===== config.mk =====
export PLATFORM = sky130hd
export DESIGN_NAME = alu_mul_seq
export DESIGN_NICKNAME = d
export VERILOG_FILES = /design/src/rtl/alu_mul_seq.sv
export SDC_FILE = /design/constraint.sdc
export NUM_CORES = 1
export LEC_CHECK = 0
export BUFFER_PORTS_ARGS = -buffer_cell sky130_fd_sc_hd__buf_2
export CAP_MARGIN = 15
export CELL_PAD_IN_SITES_DETAIL_PLACEMENT = 1
export CELL_PAD_IN_SITES_GLOBAL_PLACEMENT = 2
export CORE_MARGIN = 2
export CORE_UTILIZATION = 28
export CTS_BUF_LIST = sky130_fd_sc_hd__clkbuf_8 sky130_fd_sc_hd__clkbuf_16
export CTS_CLUSTER_SIZE = 10
export DETAILED_ROUTE_END_ITERATION = 12
export PLACE_DENSITY_LB_ADDON = 0.1
export SETUP_SLACK_MARGIN = 0.1
export SLEW_MARGIN = 30
export SYNTH_ARGS = -nofsm -noshare
export SYNTH_HDL_FRONTEND = slang
export SYNTH_SLANG_ARGS = --single-unit

===== constraint.sdc =====
create_clock -name clk -period 2 [get_ports clk]
set_clock_uncertainty 0.15 [all_clocks]
set_input_delay 0.1 -clock clk [delete_from_list [all_inputs] [get_ports clk]]
set_output_delay 0.1 -clock clk [all_outputs]
set_load 0.05 [all_outputs]

===== src/rtl/alu_mul_seq.sv =====
// alu_mul_seq: iterative low-half multiplier built on the shared ALU's ADD.
// Shift-and-add, one multiplier bit per cycle, stopping early once the
// remaining multiplier bits are all zero. Operands arrive and the product
// leaves through valid/ready handshakes.
module alu_mul_seq #(
  parameter int DATA_WIDTH    = 32,
  parameter int OPCODE_LENGTH = 4
) (
  input  logic                     clk,
  input  logic                     reset_n,
  input  logic                     req_valid,
  output logic                     req_ready,
  input  logic [DATA_WIDTH-1:0]    op_a,
  input  logic [DATA_WIDTH-1:0]    op_b,
  output logic                     resp_valid,
  input  logic                     resp_ready,
  output logic [DATA_WIDTH-1:0]    result,
  output logic                     busy,
  output logic [DATA_WIDTH-1:0]    alu_srca,
  output logic [DATA_WIDTH-1:0]    alu_srcb,
  output logic [OPCODE_LENGTH-1:0] alu_operation,
  input  logic [DATA_WIDTH-1:0]    alu_result
);

  localparam int CNT_W = $clog2(DATA_WIDTH) + 1;
  localparam logic [CNT_W-1:0]         CNT_INIT = CNT_W'(DATA_WIDTH);
  localparam logic [CNT_W-1:0]         CNT_ONE  = CNT_W'(1);
  localparam logic [OPCODE_LENGTH-1:0] ALU_ADD  = OPCODE_LENGTH'(4'b0010);

  typedef enum logic [1:0] {
    ST_IDLE = 2'b00,
    ST_RUN  = 2'b01,
    ST_DONE = 2'b10
  } state_e;

  state_e                 state_q, state_d;
  logic [DATA_WIDTH-1:0]  acc_q, acc_d;
  logic [DATA_WIDTH-1:0]  mcand_q, mcand_d;
  logic [DATA_WIDTH-1:0]  mplier_q, mplier_d;
  logic [CNT_W-1:0]       cnt_q, cnt_d;

  logic                   accept_s;
  logic                   last_bit_s;

  // The iteration after this one would see no set multiplier bits, or the
  // bit budget is spent: either way this is the final RUN cycle.
  function automatic logic is_last_step(input logic [DATA_WIDTH-1:0] mplier,
                                        input logic [CNT_W-1:0]      cnt);
    logic upper_zero;
    upper_zero   = (mplier[DATA_WIDTH-1:1] == {(DATA_WIDTH-1){1'b0}});
    is_last_step = upper_zero || (cnt == CNT_ONE);
  endfunction

  assign accept_s   = req_valid && (state_q == ST_IDLE);
  assign last_bit_s = is_last_step(mplier_q, cnt_q);

  // State register: async clear drops any in-flight multiply.
  always_ff @(posedge clk or negedge reset_n) begin
    if (!reset_n) begin
      state_q <= ST_IDLE;
    end else begin
      state_q <= state_d;
    end
  end

  // Next-state logic: IDLE -> RUN on accept, RUN -> DONE on last bit,
  // DONE -> IDLE on consume (never straight back into RUN).
  always_comb begin
    state_d = state_q;
    case (state_q)
      ST_IDLE: begin
        if (accept_s) begin
          state_d = ST_RUN;
        end else begin
          state_d = ST_IDLE;
        end
      end
      ST_RUN: begin
        if (last_bit_s) begin
          state_d = ST_DONE;
        end else begin
          state_d = ST_RUN;
        end
      end
      ST_DONE: begin
        if (resp_ready) begin
          state_d = ST_IDLE;
        end else begin
          state_d = ST_DONE;
        end
      end
      default: begin
        state_d = ST_IDLE;
      end
    endcase
  end

  // Handshake and status outputs decoded from the current state.
  always_comb begin
    req_ready  = 1'b0;
    resp_valid = 1'b0;
    busy       = 1'b0;
    case (state_q)
      ST_IDLE: begin
        req_ready  = 1'b1;
      end
      ST_RUN: begin
        busy       = 1'b1;
      end
      ST_DONE: begin
        resp_valid = 1'b1;
        busy       = 1'b1;
      end
      default: begin
        req_ready  = 1'b0;
        resp_valid = 1'b0;
        busy       = 1'b0;
      end
    endcase
  end

  // Datapath next values: load operands on accept, shift-and-add in RUN,
  // hold everything otherwise so the result stays stable under backpressure.
  always_comb begin
    acc_d    = acc_q;
    mcand_d  = mcand_q;
    mplier_d = mplier_q;
    cnt_d    = cnt_q;
    case (state_q)
      ST_IDLE: begin
        if (accept_s) begin
          acc_d    = {DATA_WIDTH{1'b0}};
          mcand_d  = op_a;
          mplier_d = op_b;
          cnt_d    = CNT_INIT;
        end else begin
          acc_d    = acc_q;
        end
      end
      ST_RUN: begin
        if (mplier_q[0]) begin
          acc_d = alu_result;
        end else begin
          acc_d = acc_q;
        end
        mcand_d  = {mcand_q[DATA_WIDTH-2:0], 1'b0};
        mplier_d = {1'b0, mplier_q[DATA_WIDTH-1:1]};
        cnt_d    = cnt_q - CNT_ONE;
      end
      ST_DONE: begin
        acc_d = acc_q;
      end
      default: begin
        acc_d = acc_q;
      end
    endcase
  end

  // Datapath registers, cleared asynchronously.
  always_ff @(posedge clk or negedge reset_n) begin
    if (!reset_n) begin
      acc_q    <= {DATA_WIDTH{1'b0}};
      mcand_q  <= {DATA_WIDTH{1'b0}};
      mplier_q <= {DATA_WIDTH{1'b0}};
      cnt_q    <= {CNT_W{1'b0}};
    end else begin
      acc_q    <= acc_d;
      mcand_q  <= mcand_d;
      mplier_q <= mplier_d;
      cnt_q    <= cnt_d;
    end
  end

  // The ALU is always driven with acc + mcand; its sum is only taken in RUN.
  assign alu_srca      = acc_q;
  assign alu_srcb      = mcand_q;
  assign alu_operation = ALU_ADD;
  assign result        = acc_q;

endmodule


# Word-level counts from Yosys, hierarchy flattened
# Cells that the tools add are included.
[op_classes] addsub=1 n_eq_ne=5 mux=16 reduce_logical=8
[op_table] operator="$pmux 32 s2" count=3
[op_table] operator="$mux 32" count=4
[op_table] operator="$logic_not 31->1" count=1
[op_table] operator="$pmux 6 s2" count=1
[op_table] operator="$eq 6x1->1 const B" count=1
[op_table] operator="$mux 6" count=1
[op_table] operator="$pmux 2 s3" count=1
[op_table] operator="$sub 6x1->6 const B" count=1
[op_table] operator="$mux 1" count=4
[op_table] operator="$mux 2" count=2
[op_table] operator="$ne 2x2->1 const B" count=2
[op_table] operator="$reduce_and 3->1" count=1
[op_table] operator="$eq 2x1->1 const B" count=1
[op_table] operator="$eq 2x2->1 const B" count=1
[op_table] operator="$logic_not 2->1" count=1
[op_table] operator="$reduce_and 2->1" count=1
[op_table] operator="$reduce_bool 2->1" count=1
[op_table] operator="$reduce_or 2->1" count=1
[op_table] operator="$logic_and 1x1->1" count=1
[op_table] operator="$logic_or 1x1->1" count=1
[totals] reg_bits=104 elab_cells=35 output_inout_bits=103

# Depth between registers and ports, before layout
# Gate-level depths: netlist of the first run.
[logic_depth] depth_word=4 mapped_depth=8 depth_no_buf=6

# Least setup slack after synthesis of the first run
# OpenSTA, ideal clock, no wires.
[synth_timing] kind="register to register" start="reg state_q[0]" end="reg mcand_q[21] (netlist: alu_srcb[21])" synth_period_minus_slack_ns=2.105 t_arrival_ns=1.873 setup_slack_ns=-0.105 path_buffers=3 stages_incl_launch_ff=9 path_cell_list="dfrtp_1 -> inv_1 -> ha_1 -> mux2i_2 -> buf_6 -> buf_6 -> buf_6 -> nand2_1 -> o21ai_0"
[synth_via] elab_chain_len=4 elab_cells_between_ends=7
[synth_lines] element="start, declared" line="36" text="state_e state_q, state_d;"
[synth_lines] element="start signal, assigned" line="62" text="state_q <= state_d;"
[synth_lines] element="$logic_not 2->1" line="54, 129"
[synth_lines] element="$logic_and 1x1->1" line="54" text="assign accept_s = req_valid && (state_q == ST_IDLE);"
[synth_lines] element="$ne 2x2->1 (no source line)"
[synth_lines] element="$reduce_and 2->1 (no source line)"
[synth_lines] element="end signal, assigned" line="163" text="mcand_q <= {DATA_WIDTH{1'b0}};"
[synth_lines] element="end signal, assigned" line="168" text="mcand_q <= mcand_d;"
[synth_lines] element="end, declared" line="38" text="logic [DATA_WIDTH-1:0] mcand_q, mcand_d;"
# Several ways; a longest one is shown, not always the timed one.
# A chain may end at the register's enable or synchronous reset.

# Final worst setup path of the first run
[layout_timing] start="reg state_q[1]" end="reg acc_q[30] (netlist: alu_srca[30])"
[layout_via] elab_chain_len=4 elab_cells_between_ends=8
[layout_lines] element="$logic_not 2->1" line="54, 129"
[layout_lines] element="$logic_and 1x1->1" line="54"
[layout_lines] element="$ne 2x2->1 (no source line)"
[layout_lines] element="$reduce_and 3->1 (no source line)"
[layout_lines] element="end signal, assigned" line="162" text="acc_q <= {DATA_WIDTH{1'b0}};"
[layout_lines] element="end, declared" line="37" text="logic [DATA_WIDTH-1:0] acc_q, acc_d;"
# Several ways; a longest one is shown, not always the timed one.

==> flow_summary_export.csv, run 1 <==
group,metric,value,unit
run_status,status,"finished, final reports clean",
synth,synth_edf_count,0,
synth,synth_seq_cells,104,
power,sw_frac_of_total,52.3,%
floorplanning,die_x,138,um
cts,clock_latency,340,ps
floorplanning,dieArea,19000,um2
cts,cts_root_buf,"clkbuf_16",
synth,synth_commonest_cells,"nand2_1 (131), dfrtp_1 (104), o21ai_0 (64), mux2i_1 (62), buf_4 (37)",
sta,relSlewSlack,66.4,%
sta,tightest_slew,504,ps
route,drtIter0Drc,147,
power,seqPwrFrac,28.0,%
power,p_switching,7230,uW
sta,final_max_slew_viol_count,0,
synth,yosysSeqAreaShare,51.8,%
power,ir_worst_vdd,0.000917,V
setup_path,required,2130,ps
route,drt_wl_total,15300,um
cts,cts.sink_count,104,
synth,yosys_warnings,0,
setup_path,max_stage_delay,400,ps
route,drt_pre_antenna_iters,4,
power,power_frac_clock,12.4,%
finish,seqCellArea,2600,um2
finish,synthToLayoutAreaGrowth,49.1,%
cts,cts_tree,"built",
sta,min_period,1820,ps
synth,synth_top_area_share,51.8,%
setup_path,critPathArrivalTime,1950,ps
finish,fillCellCount,2042,
floorplanning,fp-row-count,48,
global_route,grt_antenna_before_repair,0,
route,wl_per_cell,15.2,um
placed_design,gp_congestion,0.737,
power,p_int,6600,uW
route,drc,0,
finish,final_nets,880,
global_route,track_usage,16.2,%
floorplanning,ios,203,
hold_path,min_path_type,"in2async",
finish,multi_input_area,2000,um2
route,vias,4516,
global_route,grt_pass1_wl,23900,um
synth,async_flop_share,100,%
job,drv_cap,0,
sta,hold_violations,0,
sta,whs,112,ps
finish,layout-drive-gt1-share,31.3,%
setup_path,critPathCaptureType,"flip-flop",
setup_path,r2r_cells,8,
synth,synth_area,5030,um2
sta,fmax,548,MHz
setup_path,cp_max_fo,8,
cts,cts.clk_slew.worst_paths,70,ps
floorplanning,die_h,138,um
sta,fin_crit_sh,91.2,%
setup_path,crit_chain,"inv_2 -> ha_4 -> mux2_4 -> buf_6 -> o21ai_4 -> clkbuf_16 -> nand2_1 -> nand2_1",
power,power_density,1850,nW/um2
cts,numCtsBuffers,9,
sta,setup_violations,0,
setup_path,crit_buf_inv,3,
placed_design,io_buffers,198,
cts,clockBufferDepth,2,
global_route,grt_pass1_vias,4747,
setup_path,critPathSlowestCell,"dfrtp_1",
setup_path,cpMostUsedCell,"nand2_1",
setup_path,path_delay_family,"buffers and inverters",
sta,tns,0,ps
route,viasPerCell,4.50,
global_route,grt_max_degree,49,
synth,ys_top_cells_by_area,"dfrtp_1 (52%), mux2i_1 (12%), nand2_1 (9.8%), o21ai_0 (6.4%), buf_4 (5.5%)",
route,postRouteAntennaNets,0,
floorplanning,core_area,17400,um2
synth,synthMostInstantiatedCell,"nand2_1",
synth,netlist_instances,509,
global_route,grt_overflow_total,0,
cts,cts.htree.levels,3,
finish,num_antenna_cells,0,
power,power_leakage,0.00396,uW
synth,syn_avg_cell_area,9.87,um2
setup_path,crit_type,"reg2reg",
synth,synth_ff_type,"dfrtp_1",
synth,yosysTopAreaCell,"dfrtp_1",
floorplanning,start_util,28.9,%
power,combPwrFrac,59.6,%
setup_path,cp.depth,8,
placed_design,hpwl,10300,um
setup_path,critPathLaunchType,"flip-flop",
sta,rsz0062_at_grt,"no",
synth,ys_types,32,
-- cell type report --
cell class / count / share of cell area [%]
Multi-Input combinational cell: 335 / 26.7
Sequential cell: 104 / 34.7
Clock inverter: 4 / 0.267
Clock buffer: 12 / 3.56
Tap cell: 225 / 3.76
Inverter: 5 / 0.250
Timing Repair Buffer: 319 / 30.8
-- power groups by stage --
stage,sequential (uW),clock (uW),combinational (uW)
5_1_grt,4030,1870,8950
2_1_floorplan,5730,0,4370
4_1_cts,3890,1800,8270
3_5_place_dp,3920,0,7820
6_report,3870,1710,8250
3_3_place_gp,3870,0,7690
-- placed cells by master (no fill, tap or decap), types with 2 or more instances in the layout --
| master | count |
|---|---|
| buf_12 | 7 |
| inv_2 | 2 |
| ha_4 | 2 |
| nor3_1 | 2 |
| nand3_1 | 33 |
| buf_6 | 2 |
| mux2i_1 | 62 |
| nand4_1 | 3 |
| nand2_1 | 131 |
| clkbuf_8 | 3 |
| dlygate4sd3_1 | 99 |
| conb_1 | 4 |
| dfrtp_1 | 103 |
| o21ai_0 | 64 |
| ha_1 | 4 |
| buf_2 | 197 |
| buf_4 | 11 |
| nor4_1 | 7 |
| clkbuf_16 | 10 |
| a22o_1 | 2 |
| nor2_1 | 5 |
| inv_1 | 5 |
| xor2_1 | 3 |
-- routing by layer --
layer  vias to the layer above  wire length, um  global-route usage [%]
met1                      2167             6910                    20.7
met2                       136             7370                    28.1
li1                       2204                -                       -
met5                         -                0                       0
met4                         0              165                    4.76
met3                         9              817                    2.81
-- final timing paths --
kind | to | from | slack [ps]
setup / recovery | alu_srca[30]$_DFFE_PN0P_ | state_q[1]$_DFF_PN0_ | 180
hold / removal | mplier_q[18]$_DFFE_PN0P_ | reset_n | 110
setup reg to reg | alu_srca[30]$_DFFE_PN0P_ | state_q[1]$_DFF_PN0_ | 180
hold reg to reg | alu_srca[6]$_DFFE_PN0P_ | alu_srca[6]$_DFFE_PN0P_ | 340
max in group asynchronous | alu_srca[4]$_DFFE_PN0P_ | reset_n | 980
min in group clk | alu_srca[6]$_DFFE_PN0P_ | alu_srca[6]$_DFFE_PN0P_ | 340
-- state kept, by name, indices dropped and copies added (netlist names) --
name and count:
state_q 2, mplier_q 32, alu_srca 32, cnt_q 6
alu_srcb 32
-- cells by family after synthesis --
group	after synthesis	synth area share, %
compound gates	73	7.82
xor+xnor	4	0.697
fa+ha+maj	6	1.49
buf+inv	72	9.56
flops	104	51.8
mux	64	12.9
other cells	2	0.149
simple gates	184	15.6
-- stage by stage --
step           power (uW)  util [%]  setup WS, ps  instances  area [um2]
6_report            13800      43.0           176       1004        7500
5_1_grt             14800      43.0          91.9       1004        7500
4_1_cts             14000      42.8          97.9       1001        7450
3_5_place_dp        11700      35.0          21.7        883        6090
3_3_place_gp        11600      35.0          57.5        883        6090
2_1_floorplan       10100         -           189        511        5050
-- what timing repair did --
item                                   4_1_cts  5_1_grt
resized for setup                            4        4
buffers inserted                             1        2
gates cloned                                 2        1
setup endpoints to repair                   52       79
hold buffers                                99        0
endpoints found under the hold margin      132        0
pin swaps                                    0        1
(Power assumes the default switching activity.)
==> run 2, diff against run 1 <==
--- a/config.mk
+++ b/config.mk
@@ -10,8 +10,8 @@
 export CELL_PAD_IN_SITES_DETAIL_PLACEMENT = 1
 export CELL_PAD_IN_SITES_GLOBAL_PLACEMENT = 2
 export CORE_MARGIN = 2
-export CORE_UTILIZATION = 28
-export CTS_BUF_LIST = sky130_fd_sc_hd__clkbuf_8 sky130_fd_sc_hd__clkbuf_16
+export CORE_UTILIZATION = 29
+export CTS_BUF_LIST = sky130_fd_sc_hd__clkbuf_8
 export CTS_CLUSTER_SIZE = 10
 export DETAILED_ROUTE_END_ITERATION = 12
 export PLACE_DENSITY_LB_ADDON = 0.1
==> run 2 against run 1 <==
- sequential power is essentially flat
- die area is 3.3% lower
- critical path depth unchanged
- sequential share of layout area up 0.44 points
- combinational power down 1%
- clock-buffer cell count is 2 lower
- largest cell class unchanged
- largest power group unchanged
- highest routed layer unchanged
==> flow_summary_export.csv, run 2 (synthesis gave the netlist of run 1 again) <==
group,metric,value,unit
sta,setup_violations,0,
sta,fmax,545,MHz
route,drt_pre_antenna_iters,4,
route,drtIter0Drc,145,
floorplanning,dieArea,18400,um2
cts,cts.sink_count,104,
setup_path,crit_type,"reg2reg",
setup_path,required,2170,ps
setup_path,critPathSlowestCell,"dfrtp_1",
setup_path,cp_max_fo,8,
cts,clock_latency,380,ps
floorplanning,die_x,136,um
finish,synthToLayoutAreaGrowth,47.2,%
placed_design,place_ws,4.47,ps
sta,rsz0062_at_grt,"yes",
global_route,track_usage,15.9,%
route,drc,0,
route,vias,4448,
sta,fin_crit_sh,91.8,%
route,viasPerCell,4.43,
global_route,met2_usage,26.3,%
global_route,grt_max_degree,61,
placed_design,gp_congestion,0.754,
finish,final_cell_mix,"buf_2 (197), nand2_1 (131), dfrtp_1 (104)",
cts,cts_root_buf,"clkbuf_8",
power,power_density,1820,nW/um2
global_route,grt.met3_usage,4.34,%
floorplanning,die_h,136,um
floorplanning,ios,203,
finish,layout-drive-gt1-share,31.0,%
sta,final_max_slew_viol_count,0,
hold_path,min_path_type,"in2async",
route,drt_wl_total,14800,um
cts,numCtsBuffers,9,
route,postRouteAntennaNets,0,
setup_path,max_stage_delay,410,ps
sta,relSlewSlack,65.9,%
setup_path,critPathCaptureType,"flip-flop",
global_route,grt-busiest-layer,"met2",
sta,min_period,1840,ps
setup_path,ff2ff_setup_slack,160,ps
setup_path,path_delay_family,"buffers and inverters",
power,ir_worst_vdd,0.000889,V
floorplanning,start_util,29.4,%
setup_path,cpMostUsedCell,"nand2_1",
cts,clockBufferDepth,2,
setup_path,crit_chain,"buf_4 -> ha_4 -> mux2_4 -> buf_6 -> o21ai_4 -> clkbuf_16 -> nand2_1 -> nand2_1",
setup_path,r2r_cells,8,
setup_path,critPathLaunchType,"flip-flop",
power,power_leakage,0.00392,uW
placed_design,io_buffers,198,
global_route,grt_antenna_before_repair,0,
setup_path,rr_startpoint,"state_q[0]$_DFF_PN0_",
global_route,grt_pass1_vias,4626,
floorplanning,fp-row-count,48,
run_status,status,"finished, final reports clean",
placed_design,hpwl,9710,um
cts,cts.clk_slew.worst_paths,100,ps
setup_path,crit_end,"alu_srca[12]$_DFFE_PN0P_",
sta,setup_slack,164,ps
setup_path,r2r-end,"alu_srca[12]$_DFFE_PN0P_",
global_route,grt_pass1_wl,23100,um
floorplanning,core_area,17100,um2
global_route,grtUsageMet1,20.9,%
route,wl_per_cell,14.7,um
setup_path,crit_buf_inv,3,
setup_path,cp.depth,8,
job,drv_cap,0,
sta,hold_violations,0,
cts,cts_tree,"built",
sta,tightest_slew,512,ps
setup_path,critPathLaunch,"state_q[0]$_DFF_PN0_",
finish,final_nets,879,
sta,tns,0,ps
global_route,grt_overflow_total,0,
finish,layout.cells.most_common,"buf_2",
finish,num_antenna_cells,0,
setup_path,critPathArrivalTime,2000,ps
cts,cts.htree.levels,3,
## run 2: how the worst min path moves through the flow
| stage | from | end | slack [ps] |
|---|---|---|---|
| final | reset_n | alu_srca[19]$_DFFE_PN0P_ | 80 |
| after global routing | reset_n | alu_srca[19]$_DFFE_PN0P_ | 70 |
| after CTS | reset_n | alu_srca[19]$_DFFE_PN0P_ | 70 |
| after detailed placement | reset_n | alu_srca[19]$_DFFE_PN0P_ | -50 |
| after global placement | reset_n | alu_srca[19]$_DFFE_PN0P_ | -50 |
| after floorplan | reset_n | alu_srca[0]$_DFFE_PN0P_ | -350 |
## run 2: through the flow
| step | instance area (um2) | cells | total power [uW] | util (%) | hold WS, ps |
|---|---|---|---|---|---|
| after floorplan | 5050 | 511 | 10100 | - | -346 |
| after global placement | 6090 | 881 | 11500 | 35.6 | -53.9 |
| after detailed placement | 6090 | 881 | 11700 | 35.6 | -52.9 |
| after CTS | 7300 | 996 | 13400 | 42.6 | 67.8 |
| after global routing | 7400 | 1003 | 14500 | 43.2 | 72.1 |
| final | 7400 | 1003 | 13500 | 43.2 | 75.1 |
## run 2: repair_timing
action | 4_1_cts | 5_1_grt
hold buffers | 99 | 0
hold endpoints to repair | 203 | 0
gates resized for setup | 1 | 4
gates cloned | 0 | 3
buffers inserted | 0 | 4
setup endpoints to repair | 32 | 42
## run 2: power by group
part           switching (uW)  internal [uW]  total [uW]  leakage, uW
sequential                767           3090        3860      0.00131
combinational            5670           2480        8150      0.00250
clock                     726            725        1450     0.000120
## run 2: area by class of cell
| type | instances | area (um2) |
|---|---|---|
| clock buffer | 10 | 138 |
| clock inverter | 6 | 76.3 |
| fill | 2017 | 9720 |
| inverter | 5 | 18.8 |
| multi-input combinational | 335 | 2000 |
| sequential | 104 | 2600 |
| tap | 225 | 282 |
| timing repair buffer | 318 | 2280 |
## run 2: routing by layer
metal  vias up  wire [um]
met4         0        118
met1      2108       6880
met3         9        790
met5         -          0
met2       130       6990
li1       2201          -
==> run 3, diff against run 2 <==
--- a/config.mk
+++ b/config.mk
@@ -14,6 +14,7 @@
 export CTS_BUF_LIST = sky130_fd_sc_hd__clkbuf_8
 export CTS_CLUSTER_SIZE = 10
 export DETAILED_ROUTE_END_ITERATION = 12
+export MAX_ROUTING_LAYER = met4
 export PLACE_DENSITY_LB_ADDON = 0.1
 export SETUP_SLACK_MARGIN = 0.1
 export SLEW_MARGIN = 30
==> run 3 against run 2 <==
- clock power is essentially flat
- design area is the same
- critical endpoint unchanged
- first-iteration DRC count shrank 19%
- worst setup slack gained 0.97 ps
- combinational power is essentially flat
- hold slack is essentially flat
- largest cell class unchanged
- sequential share of layout area is the same
- cell count is the same
- sequential power is essentially flat
- flip-flop and latch count is the same
==> flow_summary_export.csv, run 3 (synthesis gave the netlist of run 1 again) <==
group,metric,value,unit
run_status,status,"finished, final reports clean",
global_route,grt_overflow_total,0,
setup_path,cp_max_fo,8,
floorplanning,core_area,17100,um2
finish,final_cell_mix,"buf_2 (197), nand2_1 (131), dfrtp_1 (104)",
finish,seqCellArea,2600,um2
floorplanning,die_h,136,um
cts,cts_root_buf,"clkbuf_8",
cts,clockBufferDepth,2,
route,drt_pre_antenna_iters,4,
global_route,track_usage,16.3,%
finish,synthToLayoutAreaGrowth,47.2,%
setup_path,cpMostUsedCell,"nand2_1",
setup_path,crit_type,"reg2reg",
finish,fillCellCount,2017,
setup_path,critPathSlowestCell,"dfrtp_1",
route,viasPerCell,4.43,
setup_path,crit_chain,"buf_4 -> ha_4 -> mux2_4 -> buf_6 -> o21ai_4 -> clkbuf_16 -> nand2_1 -> nand2_1",
setup_path,critPathLaunchType,"flip-flop",
global_route,grt_max_degree,61,
finish,layout-drive-gt1-share,31.0,%
floorplanning,dieArea,18400,um2
global_route,grt_pass1_vias,4625,
sta,tightest_slew,510,ps
cts,clock_latency,380,ps
power,power_leakage,0.00392,uW
power,power_frac_clock,10.8,%
route,drtIter0Drc,118,
sta,hold_violations,0,
sta,final_max_slew_viol_count,0,
route,wl_per_cell,14.7,um
finish,multi_input_area,2000,um2
placed_design,hpwl,9710,um
sta,min_period,1830,ps
finish,final_cells,1003,
floorplanning,fp-row-count,48,
global_route,grt_pass1_wl,23100,um
cts,cts.sink_count,104,
power,p_switching,7160,uW
power,ir_worst_vdd,0.000887,V
sta,relSlewSlack,66.0,%
power,power_density,1820,nW/um2
setup_path,critPathCaptureType,"flip-flop",
route,drt_wl_total,14800,um
cts,cts.htree.levels,3,
finish,num_antenna_cells,0,
cts,cts.clk_slew.worst_paths,100,ps
power,p_int,6300,uW
sta,fin_crit_sh,91.7,%
sta,rsz0062_at_grt,"yes",
finish,design_area,7400,um2
route,postRouteAntennaNets,0,
placed_design,placed_area,6090,um2
hold_path,min_path_type,"in2async",
placed_design,gp_congestion,0.764,
floorplanning,ios,203,
floorplanning,die_x,136,um
setup_path,critPathArrivalTime,2000,ps
power,seqPwrFrac,28.7,%
sta,tns,0,ps
cts,cts_tree,"built",
setup_path,critPathLaunch,"state_q[0]$_DFF_PN0_",
finish,layout.cells.most_common,"buf_2",
route,vias,4445,
power,sw_frac_of_total,53.2,%
finish,final_nets,879,
setup_path,max_stage_delay,410,ps
placed_design,dp.cells,881,
sta,whs,74.8,ps
cts,numCtsBuffers,9,
job,drv_cap,0,
power,combPwrFrac,60.5,%
sta,fmax,545,MHz
power,fin_total_pwr,13500,uW
global_route,grt_antenna_before_repair,0,
route,drc,0,
setup_path,required,2170,ps
floorplanning,start_util,29.4,%
sta,setup_violations,0,
setup_path,rr_startpoint,"state_q[0]$_DFF_PN0_",
placed_design,io_buffers,198,
run 3: cell counts in the layout (fill, tap and decap cells not counted):
Identical to the previous run, type by type.
run 3: what timing repair did:
action                                  4_1_cts  5_1_grt
hold endpoints to repair                    203        0
cloned                                        0        3
resized for setup                             1        4
endpoints found under the setup margin       32       42
hold buffers                                 99        0
buffers inserted                              0        4
run 3: worst max-delay path, delay by kind of cell, from the launching register on:
kind | cells | cell delay [ps]
AOI/OAI and AO/OA | 1 | 120
adders and majority gates | 1 | 180
muxes | 1 | 280
and+or+nand+nor | 2 | 120
DFF | 1 | 410
buffers and inverters | 3 | 520
run 3: layout make-up:
class | count | share of cell area, %
clock buffer | 10 | 1.86
clock inverter | 6 | 1.03
inverter | 5 | 0.254
sequential | 104 | 35.2
multi-input combinational | 335 | 27.0
tap | 225 | 3.80
timing repair buffer | 318 | 30.9
run 3: path summary, 6_finish.rpt:
check | cells past startpoint | endpoint | slack [ps]
worst min register to register | 2 | alu_srca[28]$_DFFE_PN0P_ | 340
worst max register to register | 8 | alu_srca[12]$_DFFE_PN0P_ | 170
min in group clk | 3 | alu_srcb[0]$_DFFE_PN0P_ | 320
worst min-delay path | 2 | alu_srca[19]$_DFFE_PN0P_ | 70
max in group asynchronous | 3 | alu_srca[18]$_DFFE_PN0P_ | 1030
worst max-delay path | 8 | alu_srca[12]$_DFFE_PN0P_ | 170
run 3: per-stage QoR:
stage | worst slack [ps] | util (%)
floorplan | 189 | -
global placement | 42.8 | 35.6
detailed placement | 4.47 | 35.6
CTS | 97.1 | 42.6
global route | 83.0 | 43.2
finish | 165 | 43.2
run 3: power by group through the flow:
stage / Clock (uW) / Sequential, uW / Combinational [uW]
floorplan: 0 / 5730 / 4370
global placement: 0 / 3850 / 7690
detailed placement: 0 / 3910 / 7800
CTS: 1530 / 3870 / 7980
global route: 1610 / 4010 / 8820
finish: 1450 / 3860 / 8150
run 3: layer usage:
layer / vias up / global-route usage (%) / part of all wire (%)
met1: 2105 / 21.0 / 47
met3: 6 / 4.26 / 5.3
met2: 130 / 26.3 / 47
met5: - / - / 0
li1: 2204 / - / -
met4: 0 / 3.13 / 0.72
